### src/rtl/sd_sector_responder_pkg.sv
// Shared state encoding and sector constants for the backup-RAM sector responder.
package sd_sector_pkg;

  typedef enum logic [2:0] {
    IDLE     = 3'd0,
    RD_ISSUE = 3'd1,
    RD_WAIT  = 3'd2,
    RD_PUSH  = 3'd3,
    WR_ADDR  = 3'd4,
    WR_LAT   = 3'd5,
    WR_WAIT  = 3'd6,
    DONE     = 3'd7
  } state_t;

  localparam int          SECTOR_WORDS = 256;
  localparam logic [15:0] OOR_FILL     = 16'hFFFF;
  localparam logic [7:0]  LAST_IDX     = 8'(SECTOR_WORDS - 1);

endpackage

### src/rtl/sd_sector_responder_toggle_req.sv
// Toggle-style requester: flips req once per request, pending while req and ack differ.
module toggle_req (
  input  logic clk,
  input  logic rst_n,
  input  logic i_fire,
  input  logic i_ack,
  output logic o_req,
  output logic o_pending
);

  logic r_req;
  logic w_pending;

  assign w_pending = r_req ^ i_ack;

  // A new toggle is refused while the previous one is still unacknowledged.
  always_ff @(posedge clk or negedge rst_n) begin
    if (!rst_n) begin
      r_req <= 1'b0;
    end else if (i_fire && !w_pending) begin
      r_req <= ~r_req;
    end else begin
      r_req <= r_req;
    end
  end

  assign o_req     = r_req;
  assign o_pending = w_pending;

endmodule

### src/rtl/sd_sector_responder.sv
// Sector responder: moves 256-word sectors between the sd_buff interface and a
// word-addressed DDRAM port using toggle req/ack handshakes.
module sd_sector_responder
  import sd_sector_pkg::*;
#(
  parameter int unsigned LBA_W      = 7,
  parameter logic [23:0] BASE_WADDR = 24'h7F0000,
  parameter int unsigned BUF_LAT    = 1
) (
  input  logic        clk_sys,
  input  logic        RESET_N,
  input  logic [31:0] sd_lba,
  input  logic        sd_rd,
  input  logic        sd_wr,
  output logic        sd_ack,
  output logic [7:0]  sd_buff_addr,
  output logic [15:0] sd_buff_dout,
  input  logic [15:0] sd_buff_din,
  output logic        sd_buff_wr,
  output logic [23:0] mem_addr,
  output logic [15:0] mem_din,
  output logic        mem_we_req,
  input  logic        mem_we_ack,
  input  logic [15:0] mem_dout,
  output logic        mem_rd_req,
  input  logic        mem_rd_ack,
  output logic        busy
);

  state_t             r_state;
  logic [LBA_W-1:0]   r_lba;
  logic               r_oor;
  logic [7:0]         r_idx;
  logic [7:0]         r_lat;
  logic               r_ack;
  logic               r_busy;
  logic [7:0]         r_buff_addr;
  logic [15:0]        r_buff_dout;
  logic               r_buff_wr;
  logic [23:0]        r_mem_addr;
  logic [15:0]        r_mem_din;

  logic               w_rd_fire;
  logic               w_we_fire;
  logic               w_rd_pend;
  logic               w_we_pend;
  logic               w_lat_done;
  logic               w_last;
  logic [23:0]        w_waddr;

  // {lba, idx} is zero-extended before the add, so the result wraps modulo 2^24.
  assign w_waddr    = BASE_WADDR + 24'({r_lba, r_idx});
  assign w_last     = (r_idx == LAST_IDX);
  assign w_lat_done = ({24'd0, r_lat} >= 32'(BUF_LAT));
  assign w_rd_fire  = (r_state == RD_ISSUE) && !r_oor;
  assign w_we_fire  = (r_state == WR_LAT) && w_lat_done && !r_oor;

  toggle_req u_rd_req (
    .clk       (clk_sys),
    .rst_n     (RESET_N),
    .i_fire    (w_rd_fire),
    .i_ack     (mem_rd_ack),
    .o_req     (mem_rd_req),
    .o_pending (w_rd_pend)
  );

  toggle_req u_we_req (
    .clk       (clk_sys),
    .rst_n     (RESET_N),
    .i_fire    (w_we_fire),
    .i_ack     (mem_we_ack),
    .o_req     (mem_we_req),
    .o_pending (w_we_pend)
  );

  // Sector transfer sequencer with registered interface outputs.
  always_ff @(posedge clk_sys or negedge RESET_N) begin
    if (!RESET_N) begin
      r_state     <= IDLE;
      r_lba       <= '0;
      r_oor       <= 1'b0;
      r_idx       <= 8'd0;
      r_lat       <= 8'd0;
      r_ack       <= 1'b0;
      r_busy      <= 1'b0;
      r_buff_addr <= 8'd0;
      r_buff_dout <= 16'd0;
      r_buff_wr   <= 1'b0;
      r_mem_addr  <= 24'd0;
      r_mem_din   <= 16'd0;
    end else begin
      case (r_state)
        IDLE: begin
          if (sd_rd || sd_wr) begin
            r_lba       <= sd_lba[LBA_W-1:0];
            r_oor       <= |sd_lba[31:LBA_W];
            r_idx       <= 8'd0;
            r_buff_addr <= 8'd0;
            r_ack       <= 1'b1;
            r_busy      <= 1'b1;
            r_state     <= sd_rd ? RD_ISSUE : WR_ADDR;
          end else begin
            r_state <= IDLE;
          end
        end
        RD_ISSUE: begin
          if (r_oor) begin
            r_buff_addr <= r_idx;
            r_buff_dout <= OOR_FILL;
            r_buff_wr   <= 1'b1;
            r_state     <= RD_PUSH;
          end else begin
            r_mem_addr <= w_waddr;
            r_state    <= RD_WAIT;
          end
        end
        RD_WAIT: begin
          if (!w_rd_pend) begin
            r_buff_addr <= r_idx;
            r_buff_dout <= mem_dout;
            r_buff_wr   <= 1'b1;
            r_state     <= RD_PUSH;
          end else begin
            r_state <= RD_WAIT;
          end
        end
        RD_PUSH: begin
          r_buff_wr <= 1'b0;
          if (w_last) begin
            r_state <= DONE;
          end else begin
            r_idx   <= r_idx + 8'd1;
            r_state <= RD_ISSUE;
          end
        end
        WR_ADDR: begin
          r_lat   <= 8'd1;
          r_state <= WR_LAT;
        end
        WR_LAT: begin
          if (w_lat_done) begin
            if (!r_oor) begin
              r_mem_addr <= w_waddr;
              r_mem_din  <= sd_buff_din;
            end else begin
              r_mem_din  <= r_mem_din;
            end
            r_state <= WR_WAIT;
          end else begin
            r_lat <= r_lat + 8'd1;
          end
        end
        WR_WAIT: begin
          // Out-of-range writes never toggled, so they fall straight through here.
          if (!w_we_pend) begin
            if (w_last) begin
              r_state <= DONE;
            end else begin
              r_idx       <= r_idx + 8'd1;
              r_buff_addr <= r_idx + 8'd1;
              r_state     <= WR_ADDR;
            end
          end else begin
            r_state <= WR_WAIT;
          end
        end
        DONE: begin
          r_ack   <= 1'b0;
          r_busy  <= 1'b0;
          r_state <= IDLE;
        end
        default: begin
          r_state <= IDLE;
        end
      endcase
    end
  end

  assign sd_ack       = r_ack;
  assign busy         = r_busy;
  assign sd_buff_addr = r_buff_addr;
  assign sd_buff_dout = r_buff_dout;
  assign sd_buff_wr   = r_buff_wr;
  assign mem_addr     = r_mem_addr;
  assign mem_din      = r_mem_din;

endmodule

### config.mk
export PLATFORM = sky130hd
export DESIGN_NAME = sd_sector_responder
export DESIGN_NICKNAME = d
export VERILOG_FILES = /design/src/rtl/sd_sector_responder_pkg.sv /design/src/rtl/sd_sector_responder_toggle_req.sv /design/src/rtl/sd_sector_responder.sv
export SDC_FILE = /design/constraint.sdc
export NUM_CORES = 1
export LEC_CHECK = 0
export BUFFER_PORTS_ARGS = -buffer_cell sky130_fd_sc_hd__buf_2
export CORE_ASPECT_RATIO = 1.5
export CORE_MARGIN = 2
export CORE_UTILIZATION = 51
export DETAILED_ROUTE_END_ITERATION = 8
export PLACE_DENSITY = 0.86
export SETUP_SLACK_MARGIN = 0.3
export SLEW_MARGIN = 5
export SYNTH_ARGS = -nofsm -noshare
export SYNTH_HDL_FRONTEND = slang
export SYNTH_SLANG_ARGS = --single-unit
### constraint.sdc
create_clock -name clk_sys -period 2.8 [get_ports clk_sys]
set_clock_uncertainty 0.2 [all_clocks]
set_input_delay 0.14 -clock clk_sys [delete_from_list [all_inputs] [get_ports clk_sys]]
set_output_delay 0.14 -clock clk_sys [all_outputs]
set_load 0.01 [all_outputs]
==> impl_metrics.toml <==
[critical_path]
cp-end-kind = "flop"
r2r_slack_ps = 440
path_class = "reg2reg"
cp.required_ps = 2810
start_kind = "flop"
crit_arrival_ps = 2380
reg2reg_from = "r_state[0]$_DFFE_PN0P_"
critPathLaunch = "r_state[0]$_DFFE_PN0P_"
worstPathMaxFanout = 14

[routing]
dr.pass1.iters = 4
drt_iter0_drc = 179
drc_errors = 0
routed_wl_um = 9990
ant_nets = 0
post_drt_wl_per_cell_um = 15.4
vias_per_cell = 5.27
num_vias = 3426

[floorplan]
rows = 40
die-area_um2 = 9100
core_area_um2 = 8060
fp.dieH_um = 116
io-pin-count = 139
start_util = 0.527
die_x_um = 78.5

[clock_network]
insertion_delay_ps = 330
htree_num_levels = 3
clk_pin_slew_worst_paths_ps = 60
cts.sink_count = 87
numCtsBuffers = 9
cts_tree = "done"
cts-root-buf = "clkbuf_16"
clock_path_buffers = 2

[power_and_ir_drop]
power_w = 0.00589
sw_frac_of_total = 0.375
pwr-share-seq = 0.380
p_sw_w = 0.00221
p_clk_frac = 0.197
vdd_ir_drop_max_mv = 0.613
p_int_w = 0.00368
comb_power_share = 0.422
powerDensity_nw_per_um2 = 1030
p_leak_nw = 2.67

[finish]
nets = 614
stdcell_count = 650
drive_gt1_frac = 0.374
area_growth_pct = 34.8
antenna_cells = 0

[placement]
portBuffers = 136
hpwlAfterDp_um = 6480
dp_cells = 585
place_congestion = 0.901
dp_slack_ps = 403

[sta]
final.period_utilization = 0.844
slew_viol_final = 0
slew_headroom = 0.294
rsz0062_at_grt = "no"
final.setup.tns_ps = 0
worst_slack_ps = 436
final_hold_viol_count = 0
hold_ws_ps = 103
period_needed_ps = 2360
tightest_slew_ps = 1060
setup_viol = 0
fmax_mhz = 423

[logic_synthesis]
synth_seq_cells = 87
syn_area_um2 = 4250
postSynthAreaPerCell_um2 = 11.6
synth_flop_cell = "dfrtp_1"
async_reset_ff_frac = 1.00
ys.warnings.count = 0
netlist_instances = 367
synth_edf_count = 0
ys_seq_area_frac = 0.512
ys_types = 63

[global_routing]
grt_max_degree = 88
antenna_found_initial = 0
grt_usage = 0.227
grt_pass1_vias = 3473
overflow = 0
grt_pass1_wl_um = 16100

[job]
cap_violations = 0

[worst_hold_path]
min_path_type = "in2reg"
min-delay-start = "sd_wr"

[status]
status = "finished, final reports clean"
==> synthesized netlist by cell type, types with 7 or more instances <==
master	count	share of area
inv_1	17	0.015
a21oi_1	23	0.027
mux2i_1	9	0.021
buf_4	11	0.019
buf_2	9	0.011
nor4_1	7	0.010
nor2_1	41	0.036
dfrtp_1	87	0.51
mux2_2	11	0.029
mux2_1	10	0.026
nor2b_1	7	0.010
mux2_4	20	0.071
nand2_1	7	0.0062
nand3_1	8	0.0094
==> cells in the final DEF, fill, tap and decap left out, types with 2 or more instances in the layout <==
| cell | n |
|---|---|
| mux2_4 | 20 |
| or4_1 | 5 |
| o21bai_1 | 2 |
| dfrtp_1 | 87 |
| mux2_1 | 10 |
| nand3_1 | 8 |
| o211ai_1 | 2 |
| and3_1 | 2 |
| mux2_2 | 11 |
| or3_1 | 5 |
| o22ai_1 | 3 |
| o221ai_1 | 3 |
| o21a_1 | 2 |
| o31ai_1 | 5 |
| buf_2 | 135 |
| inv_1 | 17 |
| nor4_1 | 6 |
| xnor2_1 | 2 |
| nor2b_1 | 7 |
| conb_1 | 2 |
| ha_1 | 4 |
| a21oi_1 | 23 |
| a211o_1 | 2 |
| o2bb2ai_1 | 2 |
| buf_12 | 2 |
| o21ai_0 | 6 |
| nor3_1 | 6 |
| clkbuf_16 | 9 |
| a21o_1 | 2 |
| buf_4 | 7 |
| a311oi_1 | 2 |
| nand2_1 | 7 |
| clkbuf_1 | 3 |
| nand4_1 | 3 |
| nor2_1 | 41 |
| mux2i_1 | 9 |
| dlygate4sd3_1 | 46 |
| nand2b_1 | 3 |
==> final timing paths <==
kind / to / cells after the start
worst max-delay path: sd_buff_addr[5]$_DFFE_PN0P_ / 4
worst min-delay path: r_state[2]$_DFFE_PN0P_ / 4
worst max register to register: sd_buff_addr[5]$_DFFE_PN0P_ / 4
worst min register to register: mem_din[6]$_DFFE_PN0P_ / 1
max in group asynchronous: mem_din[7]$_DFFE_PN0P_ / 2
min in group asynchronous: mem_addr[21]$_DFFE_PN0P_ / 2
==> cells by family after synthesis <==
| family | after synthesis | synth area share |
|---|---|---|
| adders and majority gates | 4 | 0.0118 |
| xor gates and xnor gates | 4 | 0.0100 |
| other | 1 | 0.000882 |
| AOI/OAI and AO/OA | 67 | 0.113 |
| DFF | 87 | 0.512 |
| buffers and inverters | 47 | 0.0609 |
| muxes | 50 | 0.147 |
| and+or+nand+nor | 107 | 0.144 |
==> flip-flops by register name, indices dropped and copies added (netlist names) <==
| register | cells |
|---|---|
| busy | 1 |
| mem_addr | 16 |
| mem_din | 16 |
| r_idx | 8 |
| r_lat | 8 |
| r_lba | 7 |
| r_oor | 1 |
| r_state | 3 |
| sd_buff_addr | 8 |
| sd_buff_dout | 16 |
| sd_buff_wr | 1 |
| u_rd_req.o_req | 1 |
| u_we_req.o_req | 1 |
==> power groups by stage <==
stage	Clock (W)	Combinational, W	Sequential [W]
after floorplan	0	0.00162	0.00229
after global placement	0	0.00235	0.00222
after detailed placement	0	0.00242	0.00225
after CTS	0.00119	0.00248	0.00223
after global routing	0.00124	0.00273	0.00231
final	0.00116	0.00249	0.00224
==> stage by stage <==
step / util / instance area, µm²
2_1_floorplan: - / 4250
3_3_place_gp: 0.611 / 4920
3_5_place_dp: 0.611 / 4920
4_1_cts: 0.704 / 5670
5_1_grt: 0.711 / 5730
6_report: 0.711 / 5730
==> final cells by class <==
class / instances / area, µm²
clock inverters: 3 / 42.5
clock buffers: 13 / 250
flip-flops and latches: 87 / 2180
multi-input cells: 234 / 1830
repair buffers: 190 / 1230
well taps: 105 / 131
inverters: 18 / 67.6
fillers: 559 / 2330
==> per-layer routing <==
metal / global-route usage / routed length (µm) / part of all wire / up-vias
met5: 0 / 0 / 0 / -
met2: 0.405 / 5120 / 0.51 / 128
met3: 0.0444 / 566 / 0.057 / 17
li1: - / - / - / 1634
met1: 0.266 / 4070 / 0.41 / 1647
met4: 0.0971 / 226 / 0.023 / 0
==> worst max-delay path, stage by stage (launching register included) <==
cell      delay [ps]
dfrtp_1          630
buf_4            250
and3b_1          270
a211oi_4         550
mux2_4           340
==> repair_timing <==
action                                  CTS  global route
endpoints found under the setup margin    0            13
gates resized for setup                   0             2
hold buffers                             46             0
endpoints found under the hold margin   130             0
buffers inserted                          0             3
No activity file was read; power rests on OpenSTA's default activity.
